File: src/rtl/button_events.sv
`default_nettype none
// ============================================================================
//  Module      : button_events
//  Description : Synchronises and debounces four push buttons on the 200 Hz
//                gate and reports each press gesture as a single-cycle code.
//  Revision    : 1.0  initial release
// ============================================================================
module button_events #(
    parameter int DEBOUNCE_TICKS = 4,
    parameter int LONG_TICKS     = 100
) (
    input  logic       clk,
    input  logic       reset,
    input  logic       gate_200hz,
    input  logic [3:0] buttons,
    output logic [4:0] input_event,
    output logic       busy
);

    localparam logic [2:0] c_DEBOUNCE_TICKS = 3'(DEBOUNCE_TICKS);
    localparam logic [7:0] c_LONG_TICKS     = 8'(LONG_TICKS);
    localparam logic [7:0] c_DUR_MAX        = 8'hFF;

    typedef enum logic [0:0] {
        IDLE = 1'b0,
        HELD = 1'b1
    } state_t;

    logic [3:0] r_sync1;
    logic [3:0] r_sync2;
    logic [3:0] r_db;
    logic [2:0] r_cnt [4];

    state_t     r_state;
    logic [3:0] r_mask;
    logic [7:0] r_dur;
    logic [4:0] r_event;
    logic       r_busy;

    logic       w_long;

    assign w_long      = (r_dur >= c_LONG_TICKS);
    assign input_event = r_event;
    assign busy        = r_busy;

    always_ff @(posedge clk or posedge reset) begin
        if (reset) begin
            r_sync1 <= '0;
            r_sync2 <= '0;
        end else begin
            r_sync1 <= buttons;
            r_sync2 <= r_sync1;
        end
    end

    // A new level must persist for DEBOUNCE_TICKS consecutive ticks; any tick
    // that sees the old level again restarts the count.
    always_ff @(posedge clk or posedge reset) begin
        if (reset) begin
            r_db <= '0;
            for (int i = 0; i < 4; i++) begin
                r_cnt[i] <= '0;
            end
        end else if (gate_200hz) begin
            for (int i = 0; i < 4; i++) begin
                if (r_sync2[i] == r_db[i]) begin
                    r_cnt[i] <= '0;
                end else if ((r_cnt[i] + 3'd1) == c_DEBOUNCE_TICKS) begin
                    r_db[i]  <= r_sync2[i];
                    r_cnt[i] <= '0;
                end else begin
                    r_cnt[i] <= r_cnt[i] + 3'd1;
                end
            end
        end
    end

    // Exit on db == 0 takes priority over a coincident tick, so the closing
    // tick never lengthens the reported gesture.
    always_ff @(posedge clk or posedge reset) begin
        if (reset) begin
            r_state <= IDLE;
            r_mask  <= '0;
            r_dur   <= '0;
            r_event <= '0;
            r_busy  <= 1'b0;
        end else begin
            case (r_state)
                IDLE: begin
                    r_event <= '0;
                    if (r_db != 4'd0) begin
                        r_state <= HELD;
                        r_busy  <= 1'b1;
                        r_mask  <= r_db;
                        r_dur   <= '0;
                    end
                end
                HELD: begin
                    if (r_db == 4'd0) begin
                        r_event <= {w_long, r_mask};
                        r_state <= IDLE;
                        r_busy  <= 1'b0;
                    end else begin
                        r_event <= '0;
                        r_mask  <= r_mask | r_db;
                        if (gate_200hz && (r_dur != c_DUR_MAX)) begin
                            r_dur <= r_dur + 8'd1;
                        end
                    end
                end
                default: begin
                    r_state <= IDLE;
                    r_busy  <= 1'b0;
                    r_event <= '0;
                end
            endcase
        end
    end

endmodule
`default_nettype wire

File: config.mk
export PLATFORM = sky130hd
export DESIGN_NAME = button_events
export DESIGN_NICKNAME = d
export VERILOG_FILES = /design/src/rtl/button_events.sv
export SDC_FILE = /design/constraint.sdc
export NUM_CORES = 1
export LEC_CHECK = 0
export ABC_AREA = 1
export CAP_MARGIN = 20
export CORE_MARGIN = 10
export CORE_UTILIZATION = 65
export CTS_BUF_LIST = sky130_fd_sc_hd__clkbuf_8
export CTS_CLUSTER_DIAMETER = 80
export DETAILED_ROUTE_END_ITERATION = 6
export MAX_ROUTING_LAYER = met4
export PLACE_DENSITY = 0.9
export SETUP_SLACK_MARGIN = 0.1
export SLEW_MARGIN = 20
export SYNTH_ARGS = -nofsm -noshare
export SYNTH_HDL_FRONTEND = slang
export SYNTH_SLANG_ARGS = --single-unit
File: constraint.sdc
create_clock -name clk -period 4.1 [get_ports clk]
set_clock_uncertainty 0.2 [all_clocks]
set_input_delay 0.82 -clock clk [delete_from_list [all_inputs] [get_ports clk]]
set_output_delay 0.82 -clock clk [all_outputs]
set_load 0.03 [all_outputs]
==> Flow_metrics.wiki, run 1 <==
{| class="wikitable"
! Metric !! Value
|-
| Setup fix buffers added after clock tree synthesis || 0
|-
| Depth of the worst register-to-register path || 5
|-
| Fin Hold WS || 156.7 ps
|-
| Endpoint arrival time on the critical path || 1330 ps
|-
| Via total after detailed routing || roughly 1500
|-
| Part of the cycle the worst path needs || 57.21%
|-
| Most common cell after layout, fill and taps aside || sky130_fd_sc_hd__nand2_1
|-
| Post-synthesis xor/xnor area fraction || under 10%
|-
| Commonest cells after routing, fill and taps aside || sky130_fd_sc_hd__nand2_1, sky130_fd_sc_hd__dfrtp_1, sky130_fd_sc_hd__inv_1, sky130_fd_sc_hd__nor2_1, sky130_fd_sc_hd__ha_1
|-
| Post-route ant nets || 0
|-
| Number of maximum-capacitance constraint violations || 0
|-
| Post-CTS clock slew at the launch and capture registers of the worst setup and hold paths || ~80 ps
|-
| Start point of the worst min-delay path || r_sync1[1]
|-
| Worst min-delay path category || register to register
|-
| Least-Margin Pin Slew || about 600 ps
|-
| Number of distinct library cells after synthesis || 24
|-
| Crit. Startpoint || busy
|-
| Core region area || around 3100 um2
|-
| Required arrival time at the worst endpoint || 3080 ps
|-
| RSZ-0062 raised after global routing || no
|-
| Synthesis warning total || 0
|-
| Minimum period implied by the final worst setup slack || ~2300 ps
|-
| Sequential standard cell area || around 1100 um2
|-
| Global router's overall resource usage || between 10 and 15%
|-
| IR Drop Worst-Case VDD || 0.3505 mV
|-
| DRC violations left || 0
|-
| Count of input and output buffers || 12
|-
| Startpoint kind of the worst setup timing path || register
|-
| Post-synthesis adder-cell area fraction || 9.096%
|-
| Sum of negative setup slack || 0 ps
|-
| Die Ht || between 70 and 80 um
|-
| Critical R2R Capture || r_mask[2]
|-
| Cell family with most CP delay || buffers and inverters
|-
| Root buffer selected by CTS || sky130_fd_sc_hd__clkbuf_8
|-
| Wirelength per Cell || around 13 um
|-
| Area of the die || slightly below 6000 um2
|-
| Type of destination of the critical path || output port
|-
| Post-synthesis register bit count || between 40 and 50
|-
| H-tree levels || 2
|-
| Final HPWL from detailed placement || about 2.6 mm
|-
| Final Core Density || between 70 and 80%
|-
| Metal2 WL || 1.964 mm
|-
| Basic-gate share of the synthesized area counting and, or, nand and nor cells || a little over a fifth
|-
| Total Nets Final || 265
|-
| Router iterations before antenna repair || 4
|-
| Post-Route WL || around 3.8 mm
|-
| Number of endpoints with negative hold slack in the final report || 0
|-
| Initial Utilization || just under 70%
|-
| Syn Std Cell Area || between 2000 and 2500 um2
|-
| CP max FO || 2
|-
| Post-cts repair resize count || 0
|-
| First-pass GRT wire length || around 6.7 mm
|-
| Initial drt markers || between 100 and 150
|-
| Cell breakdown of the critical path || clkdlybuf4s50_1
|-
| Vias in the first global route || between 1500 and 2000
|-
| Combinational family with the most area after synthesis || simple AND/OR/NAND/NOR gates
|-
| Combined area of the multi-input logic cells || approximately 850 um2
|-
| I/O Pins || 13
|-
| Core Rows || 20
|-
| Hold Path Sink || r_sync2[1]
|-
| Portion of netlist area occupied by mux cells || 0%
|-
| # setup viols final || 0
|-
| Clock Path Buffers || 2
|-
| Insertion delay to the later sink of the worst-skew pair || around 300 ps
|-
| Leakage || around 1.2 nW
|-
| CTS tree || built
|-
| Share of synthesized flip-flops with an asynchronous set or reset || 100.0%
|-
| EDFF count, synth || 0
|-
| Buffers and inverters on the worst path || 1
|-
| Max Freq || 426.3 MHz
|-
| Horiz. Die Dim || between 70 and 80 um
|-
| Ratio of cells with drive above 1 in the final layout || 8.607%
|-
| Launch instance of the worst register-to-register path || r_state
|-
| Sequential cell area fraction in the yosys report || 52.15%
|-
| Filler cell count in the final layout || about 220
|-
| Top Layer Used || met4
|-
| Critical Path Slowest Stage Cell || sky130_fd_sc_hd__clkdlybuf4s50_1
|-
| Met1 Routed Length || 1.590 mm
|-
| Number of antenna cells inserted || 0
|-
| Mean Syn Cell Area || 9.170 um2
|-
| Fin. max-slew vios || 0
|-
| Fraction of the mapped netlist area in compound gates || 7.338%
|-
| Power density over cell area || around 470 nW/um2
|-
| Crit path largest cell delay || 670 ps
|-
| Final Wtd Congestion || about 0.89
|-
| Inserted Clock Buffers || 5
|-
| Number of nets produced by synthesis || 247
|-
| CTS Hold Bufs || 0
|-
| Prevailing post-synth register cell || sky130_fd_sc_hd__dfrtp_1
|-
| Global route total overflow || 0
|-
| Count of clock tree sinks || 43
|-
| FF-to-FF setup slack || ~2100 ps
|-
| Worst slew slack as a fraction of its limit || roughly 60%
|-
| Result of the run || finished, final reports clean
|-
| Total length of routed met3 wires || around 190 um
|-
| Category of the most critical setup path || register to output port
|-
| Number of antenna violations at the first check in global routing || 0
|-
| Instance count along the most critical hold path || 0
|-
| Syn-to-layout area delta || 12.31%
|-
| Number of vias per cell || 5.236
|-
| Synthesized instance count || between 200 and 250
|-
| Maximum number of pins on one net before global-route repair || 44
|}
## area by class of cell
type / count / area share (%)
tap: 44 / 2.376
clock inverter: 3 / 0.5400
inverter: 33 / 5.346
timing repair buffer: 13 / 5.508
multi-input combinational: 147 / 36.83
clock buffer: 5 / 2.970
sequential: 43 / 46.44
## kinds of logic after synthesis
kind of cell | count (synthesis)
and+or+nand+nor | 102
adders and majority gates | 15
DFF | 43
buffers and inverters | 35
AOI/OAI and AO/OA | 23
xor gates and xnor gates | 7
## worst max-delay path by stage
stage,to,cells past startpoint
4_1_cts,busy,1
6_report,busy,1
5_1_grt,r_cnt[9],5
2_1_floorplan,busy,1
3_5_place_dp,r_cnt[9],5
3_3_place_gp,r_cnt[0],5
## stage by stage
stage          std cells  worst slack (ps)  instance area (um2)  total power, mW
6_report             288              1754                 2317            1.079
5_1_grt              288              1630                 2317            1.147
4_1_cts              288              1737                 2317            1.084
3_5_place_dp         280              1500                 2236           0.8240
3_3_place_gp         280              1606                 2236           0.8046
2_1_floorplan        225              2077                 2063           0.7539
## power by group
part           total, mW  switching [mW]  leakage, nW  internal [mW]
Sequential         0.569          0.0711        0.519          0.498
Combinational      0.257           0.147        0.645          0.109
Clock              0.254           0.139       0.0505          0.114
## cell usage after synthesis (2+ instances only)
cell / number / area (um2)
sky130_fd_sc_hd__xor2_1: 2 / 17.52
sky130_fd_sc_hd__o22ai_1: 7 / 43.79
sky130_fd_sc_hd__or2_2: 3 / 18.77
sky130_fd_sc_hd__o21ai_0: 5 / 25.02
sky130_fd_sc_hd__nand2_1: 57 / 214.0
sky130_fd_sc_hd__nand2_4: 4 / 45.04
sky130_fd_sc_hd__dfrtp_1: 43 / 1076
sky130_fd_sc_hd__buf_2: 2 / 10.01
sky130_fd_sc_hd__nand4_1: 3 / 18.77
sky130_fd_sc_hd__inv_1: 30 / 112.6
sky130_fd_sc_hd__a22o_1: 5 / 43.79
sky130_fd_sc_hd__nand3_1: 7 / 35.03
sky130_fd_sc_hd__nor2_1: 24 / 90.09
sky130_fd_sc_hd__inv_2: 3 / 11.26
sky130_fd_sc_hd__ha_1: 15 / 187.7
sky130_fd_sc_hd__xnor2_1: 5 / 43.79
sky130_fd_sc_hd__a21oi_1: 3 / 15.01
## layer usage
metal  up-vias  track usage [%]
li1        743                -
met2        32            24.15
met3         7            4.599
met4         0            5.948
met1       726            15.23
met5         -                -
## flip-flops by register name, indices dropped and copies added (netlist names)
signal       cells
r_sync1          4
r_cnt           12
r_sync2          4
r_state          1
r_db             4
input_event      5
r_mask           4
r_dur            8
busy             1
No activity file was read; power rests on OpenSTA's default activity.
==> run 2: changes to the inputs <==
CORE_UTILIZATION = 55   (was 65)
PLACE_DENSITY = 0.82   (was 0.9)
clock period = 2.02 ns   (was 4.1 ns; I/O delays follow)
==> run 2 against run 1 <==
Compared with the run above:
- final cell count rose by 2.1%
- routed wire length fell by 11%
- clock-buffer cell count did not move
- clock power rose to 2.5 times the previous value
- highest routed layer unchanged
==> Flow_metrics.wiki, run 2 (synthesis gave the netlist of run 1 again) <==
{| class="wikitable"
! Metric !! Value
|-
| Result of the run || finished, final reports clean
|-
| Start point of the worst min-delay path || r_sync1[2]
|-
| Count of clock tree sinks || 43 (unchanged)
|-
| Filler cell count in the final layout || 299 (+37%)
|-
| CTS tree || built
|-
| Number of antenna violations at the first check in global routing || 0 (unchanged)
|-
| Cell breakdown of the critical path || clkdlybuf4s50_1
|-
| Root buffer selected by CTS || sky130_fd_sc_hd__clkbuf_8
|-
| Met2 Use GR || 18.63% (-5.5 points)
|-
| Number of vias per cell || 4.786 (-8.6%)
|-
| Wirelength per Cell || 11.46 um (-13%)
|-
| Least-Margin Pin Slew || 321.3 ps (-280.2 ps)
|-
| Commonest cells after routing, fill and taps aside || sky130_fd_sc_hd__nand2_1, sky130_fd_sc_hd__dfrtp_1, sky130_fd_sc_hd__inv_1, sky130_fd_sc_hd__nor2_1, sky130_fd_sc_hd__ha_1
|-
| Number of instances in the placed design || 287 (+2.5%)
|-
| Leakage || 1.268 nW (+4.4%)
|-
| Post-CTS clock slew at the launch and capture registers of the worst setup and hold paths || 80 ps (about the same)
|-
| FF-to-FF setup slack || 260 ps (-1860 ps)
|-
| Area of the die || 6602 um2 (+13%)
|-
| DRC violations left || 0 (unchanged)
|-
| Insertion delay to the later sink of the worst-skew pair || 290 ps (about the same)
|-
| Buffers and inverters on the worst path || 1 (unchanged)
|-
| Number of antenna cells inserted || 0 (unchanged)
|-
| Startpoint kind of the worst setup timing path || register
|-
| Minimum period implied by the final worst setup slack || roughly 1900 ps
|-
| H-tree levels || 2 (unchanged)
|-
| Die Ht || 81.25 um (+6.4%)
|-
| Launch instance of the worst register-to-register path || r_db[2]
|-
| Final HPWL from detailed placement || 2.394 mm (-9.6%)
|-
| Met1 Usage GRT || 14.67% (-0.56 points)
|-
| Met3 usage || 3.974% (-0.63 points)
|-
| Largest Register || r_cnt
|-
| Horiz. Die Dim || 81.25 um (+6.4%)
|-
| Cell family with most CP delay || buffers and inverters
|-
| Syn-to-layout area delta || 16.01%
|-
| Fin. max-slew vios || 0 (unchanged)
|-
| Instance count along the most critical hold path || 0 (unchanged)
|-
| Initial Utilization || 56.78% (-11 points)
|-
| Endpoint arrival time on the critical path || 1270 ps (-60 ps)
|-
| Most common cell after layout, fill and taps aside || sky130_fd_sc_hd__nand2_1
|-
| Maximum number of pins on one net before global-route repair || 44 (unchanged)
|-
| GRT busiest layer || met2
|-
| Clock Path Buffers || 2 (unchanged)
|-
| Crit path largest cell delay || 660 ps (about the same)
|-
| Required arrival time at the worst endpoint || 1420 ps (-1660 ps)
|-
| Worst min-delay path category || register to register
|-
| Sum of negative setup slack || 0 ps (unchanged)
|-
| Critical Path Slowest Stage Cell || sky130_fd_sc_hd__clkdlybuf4s50_1
|-
| CP max FO || 1 (-1)
|-
| Final std cells w/o fill || 294 (+2.1%)
|-
| Count of input and output buffers || 12 (unchanged)
|-
| Depth of the worst register-to-register path || 7 (+2)
|-
| First-pass GRT wire length || 6.099 mm (-9.1%)
|-
| Global route total overflow || 0 (unchanged)
|-
| Ratio of cells with drive above 1 in the final layout || 10.57% (+2.0 points)
|-
| Post-Route WL || 3.369 mm (-11%)
|-
| Post-route ant nets || 0 (unchanged)
|-
| Router iterations before antenna repair || 4 (unchanged)
|-
| Max Freq || between 500 and 600 MHz
|-
| RSZ-0062 raised after global routing || no
|-
| Power density over cell area || 958.3 nW/um2 (+110%)
|-
| Final Wtd Congestion || 0.8597 (-3.5%)
|-
| Via total after detailed routing || 1407 (-6.7%)
|-
| Hold Path Sink || r_sync2[2]
|-
| Critical R2R Capture || r_mask[3]
|-
| Type of destination of the critical path || output port
|-
| Part of the cycle the worst path needs || between 90 and 100%
|-
| Number of maximum-capacitance constraint violations || 0 (unchanged)
|-
| CTS Hold Bufs || 0 (unchanged)
|-
| Inserted Clock Buffers || 5 (unchanged)
|-
| Vias in the first global route || 1354 (-14%)
|-
| Global router's overall resource usage || 12.12% (-2.2 points)
|-
| Category of the most critical setup path || register to output port
|-
| Flip-flop count of the largest register after layout || 12 (unchanged)
|-
| Total Nets Final || 268 (+1.1%)
|-
| Initial drt markers || 56 (-51%)
|-
| IR Drop Worst-Case VDD || 0.5812 mV (+66%)
|-
| Worst slew slack as a fraction of its limit || 78.55% (+19 points)
|-
| Number of endpoints with negative hold slack in the final report || 0 (unchanged)
|-
| # setup viols final || 0 (unchanged)
|-
| Core Rows || 22 (+10%)
|-
| I/O Pins || 13 (unchanged)
|-
| Core region area || 3633 um2 (+19%)
|}
## run 2: cell types whose count changed in the layout (fill, tap and decap cells not counted)
cell                              previous run  this run
sky130_fd_sc_hd__buf_4                       1         3
sky130_fd_sc_hd__nor2_4                      1         2
sky130_fd_sc_hd__clkinv_2                    1         0
sky130_fd_sc_hd__clkinvlp_4                  0         1
sky130_fd_sc_hd__nor2_1                     24        23
sky130_fd_sc_hd__inv_1                      32        30
sky130_fd_sc_hd__bufinv_16                   0         1
sky130_fd_sc_hd__dlymetal6s2s_1              0         2
sky130_fd_sc_hd__clkdlybuf4s50_1            12         9
sky130_fd_sc_hd__dlygate4sd2_1               0         1
sky130_fd_sc_hd__buf_12                      0         1
## run 2: how the worst max path moves through the flow
stage              startpoint             end  slack, ps  cells after the start
6_report       input_event[4]  input_event[4]        150                      1
5_1_grt               r_db[1]       r_mask[1]        100                      7
4_1_cts        input_event[3]  input_event[3]        110                      1
3_5_place_dp          r_db[3]       r_mask[2]        180                      7
3_3_place_gp       gate_200hz        r_dur[2]        220                      7
2_1_floorplan         r_db[0]       r_mask[0]        320                      7
## run 2: cell type report
cell class	count	area (um2)	area share [%]
Inverter	33	123.9	5.175
Clock buffer	5	68.82	2.875
Multi-Input combinational cell	147	860.8	35.96
Clock inverter	2	37.54	1.568
Tap cell	48	60.06	2.509
Timing Repair Buffer	16	166.4	6.952
Sequential cell	43	1076	44.96
## run 2: what timing repair did
action,4_1_cts,5_1_grt
gates resized for setup,1,4
endpoints found under the setup margin,1,6
cloned,0,0
buffers inserted,0,0
## run 2: where the power goes
part	leakage [nW]	internal, mW	switching, mW	total, mW
registers	0.519	1.01	0.138	1.15
logic	0.699	0.230	0.275	0.505
clock network	0.0502	0.361	0.280	0.641
total	1.27	1.60	0.692	2.29
## run 2: metrics by stage
stage / power [mW] / worst slack, ps / cell area [um2] / hold WS [ps] / util, %
finish: 2.294 / 145.6 / 2394 / 152.8 / 65.87
global route: 2.456 / 99.68 / 2394 / 159.5 / 65.87
CTS: 2.319 / 108.2 / 2381 / 154.8 / 65.53
detailed placement: 1.663 / 175.0 / 2276 / 136.3 / 62.64
global placement: 1.640 / 221.1 / 2276 / 132.1 / 62.64
floorplan: 1.530 / 324.8 / 2063 / 131.2 / -
## run 2: layer usage
metal / share of wire (%) / vias to the layer above / wire length, um
met2: 45 / 22 / 1516
li1: - / 747 / -
met4: 1.5 / 0 / 51
met1: 49 / 634 / 1647
met3: 4.6 / 4 / 154
met5: 0 / - / 0
==> run 3: changes to the inputs <==
SLEW_MARGIN = not set   (was 20)
==> results of run 3 <==
Final layout, timing and power as in run 2 (identical DEF).
